`config.mk`:
```
export PLATFORM = sky130hd
export DESIGN_NAME = multdiv_sequencer
export DESIGN_NICKNAME = d
export VERILOG_FILES = /design/src/rtl/multdiv_sequencer.sv
export SDC_FILE = /design/constraint.sdc
export NUM_CORES = 1
export LEC_CHECK = 0
export CAP_MARGIN = 10
export CORE_MARGIN = 2
export CORE_UTILIZATION = 40
export CTS_BUF_LIST = sky130_fd_sc_hd__clkbuf_8
export DETAILED_ROUTE_END_ITERATION = 16
export PLACE_DENSITY_LB_ADDON = 0.1
export SYNTH_ARGS = -nofsm -noshare
export SYNTH_HDL_FRONTEND = slang
export SYNTH_SLANG_ARGS = --single-unit
```
`constraint.sdc`:
```
create_clock -name clock -period 3.85 [get_ports clock]
set_input_delay 0.77 -clock clock [delete_from_list [all_inputs] [get_ports clock]]
set_output_delay 0.77 -clock clock [all_outputs]
set_load 0.03 [all_outputs]
```
`src/rtl/multdiv_sequencer.sv`:
```
// multdiv_sequencer: issues start pulses to the shared iterative
// multiply/divide unit and stalls the pipeline until it completes.
module multdiv_sequencer #(
   parameter int MAX_CYCLES = 40,
   parameter int CNT_W      = 6
) (
   input  logic        clock,
   input  logic        reset,
   input  logic        op_mult,
   input  logic        op_div,
   input  logic [4:0]  rd_in,
   input  logic        flush,
   input  logic        ext_stall,
   input  logic        unit_ready,
   input  logic [31:0] unit_result,
   input  logic        unit_exception,
   output logic        ctrl_MULT,
   output logic        ctrl_DIV,
   output logic        stall,
   output logic        busy,
   output logic        result_valid,
   output logic [31:0] result,
   output logic        exception,
   output logic [4:0]  rd_out,
   output logic        timeout
);

   typedef enum logic [1:0] {
      IDLE  = 2'd0,
      START = 2'd1,
      BUSY  = 2'd2,
      DONE  = 2'd3
   } state_t;

   localparam logic [CNT_W-1:0] BOUND = CNT_W'(MAX_CYCLES - 1);

   state_t           state;
   state_t           state_nxt;
   logic [CNT_W-1:0] cnt;
   logic             kind_mult;
   logic [4:0]       rd_pend;
   logic             issue;
   logic             at_bound;

   // An issue is only recognised in IDLE; reset masks it so stall reads 0.
   assign issue    = (state == IDLE) & (op_mult | op_div) & ~flush & ~reset;
   assign at_bound = (cnt == BOUND);
   assign busy     = (state != IDLE);

   // State register.
   always_ff @(posedge clock or posedge reset) begin
      if (reset) begin
         state <= IDLE;
      end else begin
         state <= state_nxt;
      end
   end

   // Next-state and pipeline control outputs.
   always_comb begin
      state_nxt    = state;
      stall        = 1'b0;
      ctrl_MULT    = 1'b0;
      ctrl_DIV     = 1'b0;
      result_valid = 1'b0;
      unique case (state)
         IDLE: begin
            stall = issue;
            if (issue) begin
               state_nxt = START;
            end
         end
         START: begin
            stall     = 1'b1;
            ctrl_MULT = kind_mult & ~flush;
            ctrl_DIV  = ~kind_mult & ~flush;
            state_nxt = flush ? IDLE : BUSY;
         end
         BUSY: begin
            stall = 1'b1;
            if (flush) begin
               state_nxt = IDLE;
            end else if (unit_ready | at_bound) begin
               state_nxt = DONE;
            end
         end
         DONE: begin
            result_valid = ~flush;
            if (flush | ~ext_stall) begin
               state_nxt = IDLE;
            end
         end
         default: begin
            state_nxt = IDLE;
         end
      endcase
   end

   // Busy-cycle counter: cleared in START, counts every BUSY cycle.
   always_ff @(posedge clock or posedge reset) begin
      if (reset) begin
         cnt <= '0;
      end else if (state == START) begin
         cnt <= '0;
      end else if (state == BUSY) begin
         cnt <= cnt + CNT_W'(1);
      end
   end

   // Operation kind and destination latched at issue.
   always_ff @(posedge clock or posedge reset) begin
      if (reset) begin
         kind_mult <= 1'b0;
         rd_pend   <= 5'd0;
      end else if (issue) begin
         kind_mult <= op_mult;
         rd_pend   <= rd_in;
      end
   end

   // Captured completion; a flush leaves the previous capture intact.
   always_ff @(posedge clock or posedge reset) begin
      if (reset) begin
         result    <= 32'd0;
         exception <= 1'b0;
         rd_out    <= 5'd0;
         timeout   <= 1'b0;
      end else if (issue) begin
         timeout <= 1'b0;
      end else if (state == BUSY && !flush) begin
         if (unit_ready) begin
            result    <= unit_result;
            exception <= unit_exception;
            rd_out    <= rd_pend;
         end else if (at_bound) begin
            result    <= 32'd0;
            exception <= 1'b1;
            rd_out    <= rd_pend;
            timeout   <= 1'b1;
         end
      end
   end

endmodule

```
==> impl_metrics.env, run 1 <==
export IMPL_tritoncts="done"
export IMPL_rsz0062_at_grt="false"
export IMPL_synth_top_cell_by_area="dfrtp_1"
export IMPL_routedWlPerCell_um=15.5
export IMPL_firstDrtPassIters=4
export IMPL_yosysUniqueCellTypes=33
export IMPL_ir_drop_uv=389
export IMPL_grt_pass1_wl_mm=8.47
export IMPL_synth_flop_cell="dfrtp_1"
export IMPL_slowest_stage="clkdlybuf4s50_1"
export IMPL_drive_above_1_share=0.106
export IMPL_area_growth_pct=46.2
export IMPL_use_met1=0.236
export IMPL_worstMarginPinSlew_ps=1010
export IMPL_p_total_mw=2.46
export IMPL_yosysSeqAreaShare=0.603
export IMPL_ant_nets=0
export IMPL_min_path_type="flip-flop to flip-flop"
export IMPL_post_dp_cell_area_mm2=0.00313
export IMPL_intPower_mw=1.49
export IMPL_power_switching_mw=0.973
export IMPL_leakagePower_nw=1.45
export IMPL_syn_cell_area_mm2=0.00220
export IMPL_path_cells="clkdlybuf4s50_1, o21bai_1, nor3_2, nor2_1, nor2_1, clkdlybuf4s50_1"
export IMPL_endpoint_kind="output port"
export IMPL_yosys_top_cells_area="dfrtp_1 60%, a22o_1 13%, mux2_2 6.1%"
export IMPL_critPathMaxStageDelay_ps=670
export IMPL_hold_viol=0
export IMPL_grtUsageMet3=0.0586
export IMPL_cp_max_fo=3
export IMPL_die_h_um=78.2
export IMPL_clockRootBuffer="clkbuf_8"
export IMPL_htreeDepth=2
export IMPL_use_met2=0.275
export IMPL_period_needed_ps=3140
export IMPL_clkSlewWorstSetupHoldPaths_ps=90
export IMPL_switching_share=0.395
export IMPL_grt_pass1_vias=1765
export IMPL_insertion_delay_ps=300
export IMPL_die_w_um=78.2
export IMPL_boundaryPins=89
export IMPL_num_nets_final=306
export IMPL_vias=1633
export IMPL_outcome="finished, final reports clean"
export IMPL_synthCells=165
export IMPL_p_comb_frac=0.504
export IMPL_first_iter_violations=97
export IMPL_grt_usage=0.178
export IMPL_critPathBufInv=2
export IMPL_grt_overflow=0
export IMPL_drcViolationCount=0
export IMPL_grt_antenna_before_repair=0
export IMPL_die_area_mm2=0.00611
export IMPL_synth_avg_cell_area_um2=13.3
export IMPL_clockBufferDepth=2
export IMPL_crit_family="buffers and inverters"
export IMPL_fin_crit_sh=0.816
export IMPL_stdcell_count=327
export IMPL_dp_hpwl_mm=3.46
export IMPL_drt_total_wl_mm=5.07
export IMPL_fmax_mhz=318
export IMPL_finalSetupViolCount=0
export IMPL_final_cell_area_mm2=0.00322
export IMPL_ys_ff_latch=53
export IMPL_finalMaxSlewViolations=0
export IMPL_ctsHoldBuffers=0
export IMPL_synth_top_area_frac=0.603
export IMPL_dp_cells=319
export IMPL_cts_inserted_buffers=5
export IMPL_cts_setup_buffers=0
export IMPL_numClockSinks=53
export IMPL_ys_warn_count=0
export IMPL_drv_cap=0
export IMPL_relSlewSlack=0.326
export IMPL_dpl_worst_slack_ps=704
export IMPL_p_seq_frac=0.369
export IMPL_grt_max_degree=34
export IMPL_place_congestion=0.744
export IMPL_synth_edf_count=0
export IMPL_fin_tns_setup_ps=0
export IMPL_setup_worst_path_class="input pin to output port"
export IMPL_fp_row_count=27
export IMPL_crit_arrival_ps=2370
export IMPL_cts_resized=0
export IMPL_viasPerCell=4.99
export IMPL_start_util=0.407
export IMPL_core_area_mm2=0.00541
export IMPL_grt_busiest_layer="met2"
export IMPL_cp_required_ps=3080
export IMPL_skew_ps=3.87
export IMPL_clockPowerShare=0.128
export IMPL_async_reset_ff_frac=1.00
export IMPL_fin_ws_ps=709
export IMPL_p_per_area_mw_per_mm2=765
export IMPL_cp_start_kind="input pin"
export IMPL_portBuffers=88
export IMPL_syn_nets=217
export IMPL_n_antenna_cell=0
## path summary, 6_finish.rpt
check / startpoint / endpoint / slack, ps / cells past startpoint
max in group asynchronous: reset / result[15] / 2240 / 3
min reg2reg: result[24] / result[24] / 500 / 1
min: result[24] / result[24] / 500 / 1
min in group asynchronous: reset / rd_pend[3] / 850 / 2
max: reset / stall / 710 / 6
max reg2reg: cnt[0] / result[13] / 1600 / 6
## logic make-up after synthesis
| kind of cell | share of synthesized area |
|---|---|
| AO/OA/AOI/OAI | 0.172 |
| XOR/XNOR | 0.00796 |
| adder cells (fa/ha/maj) | 0.0398 |
| buffers and inverters | 0.0512 |
| flip-flops | 0.603 |
| multiplexers | 0.0659 |
| AND/OR/NAND/NOR | 0.0603 |
## metal layers
metal,part of all wire,wire (um)
met5,0,0
met4,0.012,61
met3,0.062,315
met2,0.47,2390
met1,0.45,2300
## stage by stage
| step | hold slack [ps] | utilization |
|---|---|---|
| final | 504 | 0.595 |
| after global routing | 528 | 0.595 |
| after CTS | 510 | 0.595 |
| after detailed placement | 484 | 0.578 |
| after global placement | 483 | 0.578 |
| after floorplan | 477 | - |
## power by group through the flow
stage	logic (mW)	registers (mW)	clock network (mW)
after floorplan	0.397	1.24	0
after global placement	1.24	0.910	0
after detailed placement	1.25	0.918	0
after CTS	1.26	0.908	0.331
after global routing	1.32	0.938	0.358
final	1.24	0.908	0.314
## cells in the final DEF (no fill, tap or decap), types with 2 or more instances in the layout
cell and n:
inv_1 8, a21oi_1 5, nand2_1 2, clkbuf_8 5, nor2_1 8, a22o_1 32, nand3_1 2, buf_4 4
mux2_2 12, o22ai_1 2, nor3b_1 2, ha_1 7, o21ai_0 3, dfrtp_1 53, clkdlybuf4s50_1 88
## area by class of cell
type | count | area [um2]
clock inverters | 3 | 21.3
well taps | 72 | 90.1
clock buffers | 5 | 68.8
inverters | 9 | 33.8
flip-flops and latches | 53 | 1330
repair buffers | 92 | 911
multi-input cells | 93 | 766
fillers | 452 | 2190
## cell usage after synthesis (2+ instances only)
cell type / instances
buf_6: 4
dfrtp_1: 53
ha_1: 7
o21ai_0: 3
mux2_2: 12
buf_4: 3
a22o_1: 32
nand2_1: 2
inv_1: 9
clkbuf_1: 3
a21oi_1: 5
nand3_1: 2
nor2_1: 8
o22ai_1: 2
nor3b_1: 2
## state kept, by name (all words and copies together) (netlist names)
register and cells:
cnt 6, exception 1, kind_mult 1, rd_out 5
rd_pend 5, result 32, state 2, timeout 1
## worst register-to-register path, cell delays in order, from the launching register on
cell	delay, ps
dfrtp_1	410
ha_1	250
nand4b_1	100
nor2_1	80
o21ai_2	790
buf_4	380
a22o_1	170
No activity file was read; power rests on OpenSTA's default activity.
==> inputs of run 2 (changes only) <==
==> constraint.sdc (replaced) <==
create_clock -name clock -period 2.9 [get_ports clock]
set_input_delay 0.58 -clock clock [delete_from_list [all_inputs] [get_ports clock]]
set_output_delay 0.58 -clock clock [all_outputs]
set_load 0.03 [all_outputs]
==> impl_metrics.env, run 2 (synthesis gave the netlist of run 1 again) <==
export IMPL_outcome="finished, final reports clean"
export IMPL_skew_ps=7.77
export IMPL_p_per_area_mw_per_mm2=1000
export IMPL_start_util=0.407
export IMPL_area_growth_pct=46.3
export IMPL_first_iter_violations=127
export IMPL_portBuffers=88
export IMPL_num_nets_final=306
export IMPL_path_cells="inv_1, ha_1, nor3b_1, clkdlybuf4s50_1"
export IMPL_endpoint_kind="output port"
export IMPL_ir_drop_uv=428
export IMPL_slowest_stage="clkdlybuf4s50_1"
export IMPL_clockPowerShare=0.122
export IMPL_mostFrequentLayoutCells="87 x clkdlybuf4s50_1, 53 x dfrtp_1, 32 x a22o_1, 12 x mux2_2, 9 x inv_1"
export IMPL_grt_usage=0.159
export IMPL_relSlewSlack=0.394
export IMPL_ctsHoldBuffers=0
export IMPL_finalMaxSlewViolations=0
export IMPL_whs_path_depth=1
export IMPL_leakagePower_nw=1.46
export IMPL_p_total_mw=3.22
export IMPL_p_seq_frac=0.374
export IMPL_r2r_cells=6
export IMPL_n_antenna_cell=0
export IMPL_firstDrtPassIters=4
export IMPL_insertion_delay_ps=300
export IMPL_core_area_mm2=0.00541
export IMPL_drcViolationCount=0
export IMPL_final_core_utilization=0.596
export IMPL_cts_setup_buffers=0
export IMPL_die_w_um=78.2
export IMPL_drt_total_wl_mm=4.74
export IMPL_crit_arrival_ps=2130
export IMPL_die_area_mm2=0.00611
export IMPL_dr_wl_met2_mm=2.14
export IMPL_drive_above_1_share=0.106
export IMPL_boundaryPins=89
export IMPL_power_switching_mw=1.26
export IMPL_tritoncts="done"
export IMPL_die_h_um=78.2
export IMPL_largest_register="result"
export IMPL_ant_nets=0
export IMPL_layout_commonest_cell="clkdlybuf4s50_1"
export IMPL_dp_cells=319
export IMPL_rsz0062_at_grt="false"
export IMPL_worstMarginPinSlew_ps=909
export IMPL_clkSlewWorstSetupHoldPaths_ps=90
export IMPL_cp_max_fo=9
export IMPL_switching_share=0.390
export IMPL_intPower_mw=1.97
export IMPL_routedWlPerCell_um=14.5
export IMPL_cp_required_ps=2320
export IMPL_critPathMaxStageDelay_ps=690
export IMPL_clockRootBuffer="clkbuf_8"
export IMPL_hold_viol=0
export IMPL_p_comb_frac=0.504
export IMPL_grt_pass1_wl_mm=7.56
export IMPL_fp_row_count=27
export IMPL_grt_overflow=0
export IMPL_min_path_type="flip-flop to flip-flop"
export IMPL_wl_met3_um=294
export IMPL_htreeDepth=2
export IMPL_largest_register_ffs=32
export IMPL_grt_pass1_vias=1518
export IMPL_m1WireLength_mm=2.22
export IMPL_cp_start_kind="flip-flop"
export IMPL_cts_inserted_buffers=5
export IMPL_fin_crit_sh=0.935
export IMPL_drv_cap=0
export IMPL_grt_antenna_before_repair=0
export IMPL_grt_max_degree=34
export IMPL_top_regs="result (32), cnt (6)"
export IMPL_stdcell_count=327
export IMPL_dp_hpwl_mm=3.30
export IMPL_period_needed_ps=2710
export IMPL_setup_worst_path_class="flip-flop to output port"
export IMPL_vias=1614
export IMPL_finalSetupViolCount=0
export IMPL_cts_resized=0
export IMPL_viasPerCell=4.94
export IMPL_place_congestion=0.763
export IMPL_clockBufferDepth=2
export IMPL_n_fill_cell=469
export IMPL_fmax_mhz=369
export IMPL_top_layer="met4"
export IMPL_numClockSinks=53
export IMPL_fin_tns_setup_ps=0
-- run 2: cell count changes in the layout (fill, tap and decap cells not counted), sizes merged --
| cell | previous run | this run |
|---|---|---|
| clkinvlp | 1 | 0 |
| buf | 4 | 5 |
| clkinv | 1 | 2 |
| clkdlybuf4s50 | 88 | 87 |
-- run 2: worst max-delay path, delay by kind of cell, from the launching register on --
kind	cells	cell delay (ps)
buf+inv	2	820
flops	1	430
fa+ha+maj	1	360
simple gates	1	220
-- run 2: path summary, 6_finish.rpt --
check | endpoint | startpoint | slack, ps
worst min register to register | result[3] | result[3] | 500
worst max-delay path | ctrl_DIV | state[1] | 190
min in group asynchronous | result[0] | reset | 680
worst max register to register | result[26] | cnt[0] | 730
max in group asynchronous | result[20] | reset | 1690
worst min-delay path | result[3] | result[3] | 500
-- run 2: layout make-up --
class,instances,area [um2],share of cell area
Clock buffer,5,68.8,0.0214
Timing Repair Buffer,92,921,0.286
Multi-Input combinational cell,93,766,0.238
Tap cell,72,90.1,0.0280
Inverter,9,33.8,0.0105
Sequential cell,53,1330,0.412
Clock inverter,3,13.8,0.00428
-- run 2: power by group through the flow --
| stage | Combinational (mW) | Sequential (mW) | Clock [mW] |
|---|---|---|---|
| 2_1_floorplan | 0.527 | 1.65 | 0 |
| 3_3_place_gp | 1.63 | 1.21 | 0 |
| 3_5_place_dp | 1.63 | 1.22 | 0 |
| 4_1_cts | 1.65 | 1.21 | 0.412 |
| 5_1_grt | 1.72 | 1.25 | 0.448 |
| 6_report | 1.63 | 1.21 | 0.392 |
-- run 2: layer usage --
| layer | vias up | track usage |
|---|---|---|
| met5 | - | 0 |
| met4 | 0 | 0.0579 |
| met3 | 9 | 0.0391 |
| met2 | 53 | 0.235 |
| met1 | 775 | 0.228 |
| li1 | 777 | - |
-- run 2: through the flow --
stage                     setup slack (ps)  instance area (um2)  hold slack, ps
final                                  188                 3220             502
after global routing                  56.9                 3220             523
after CTS                              153                 3220             509
after detailed placement               325                 3140             481
after global placement                 321                 3140             483
after floorplan                        564                 2200             477
==> inputs of run 3 (changes only) <==
--- a/config.mk
+++ b/config.mk
@@ -5,6 +5,7 @@
 export SDC_FILE = /design/constraint.sdc
 export NUM_CORES = 1
 export LEC_CHECK = 0
+export ABC_CLOCK_PERIOD_IN_PS = 2900
 export CAP_MARGIN = 10
 export CORE_MARGIN = 2
 export CORE_UTILIZATION = 40
==> results of run 3 <==
No change in the layout: final DEF, timing and power equal those of run 2.
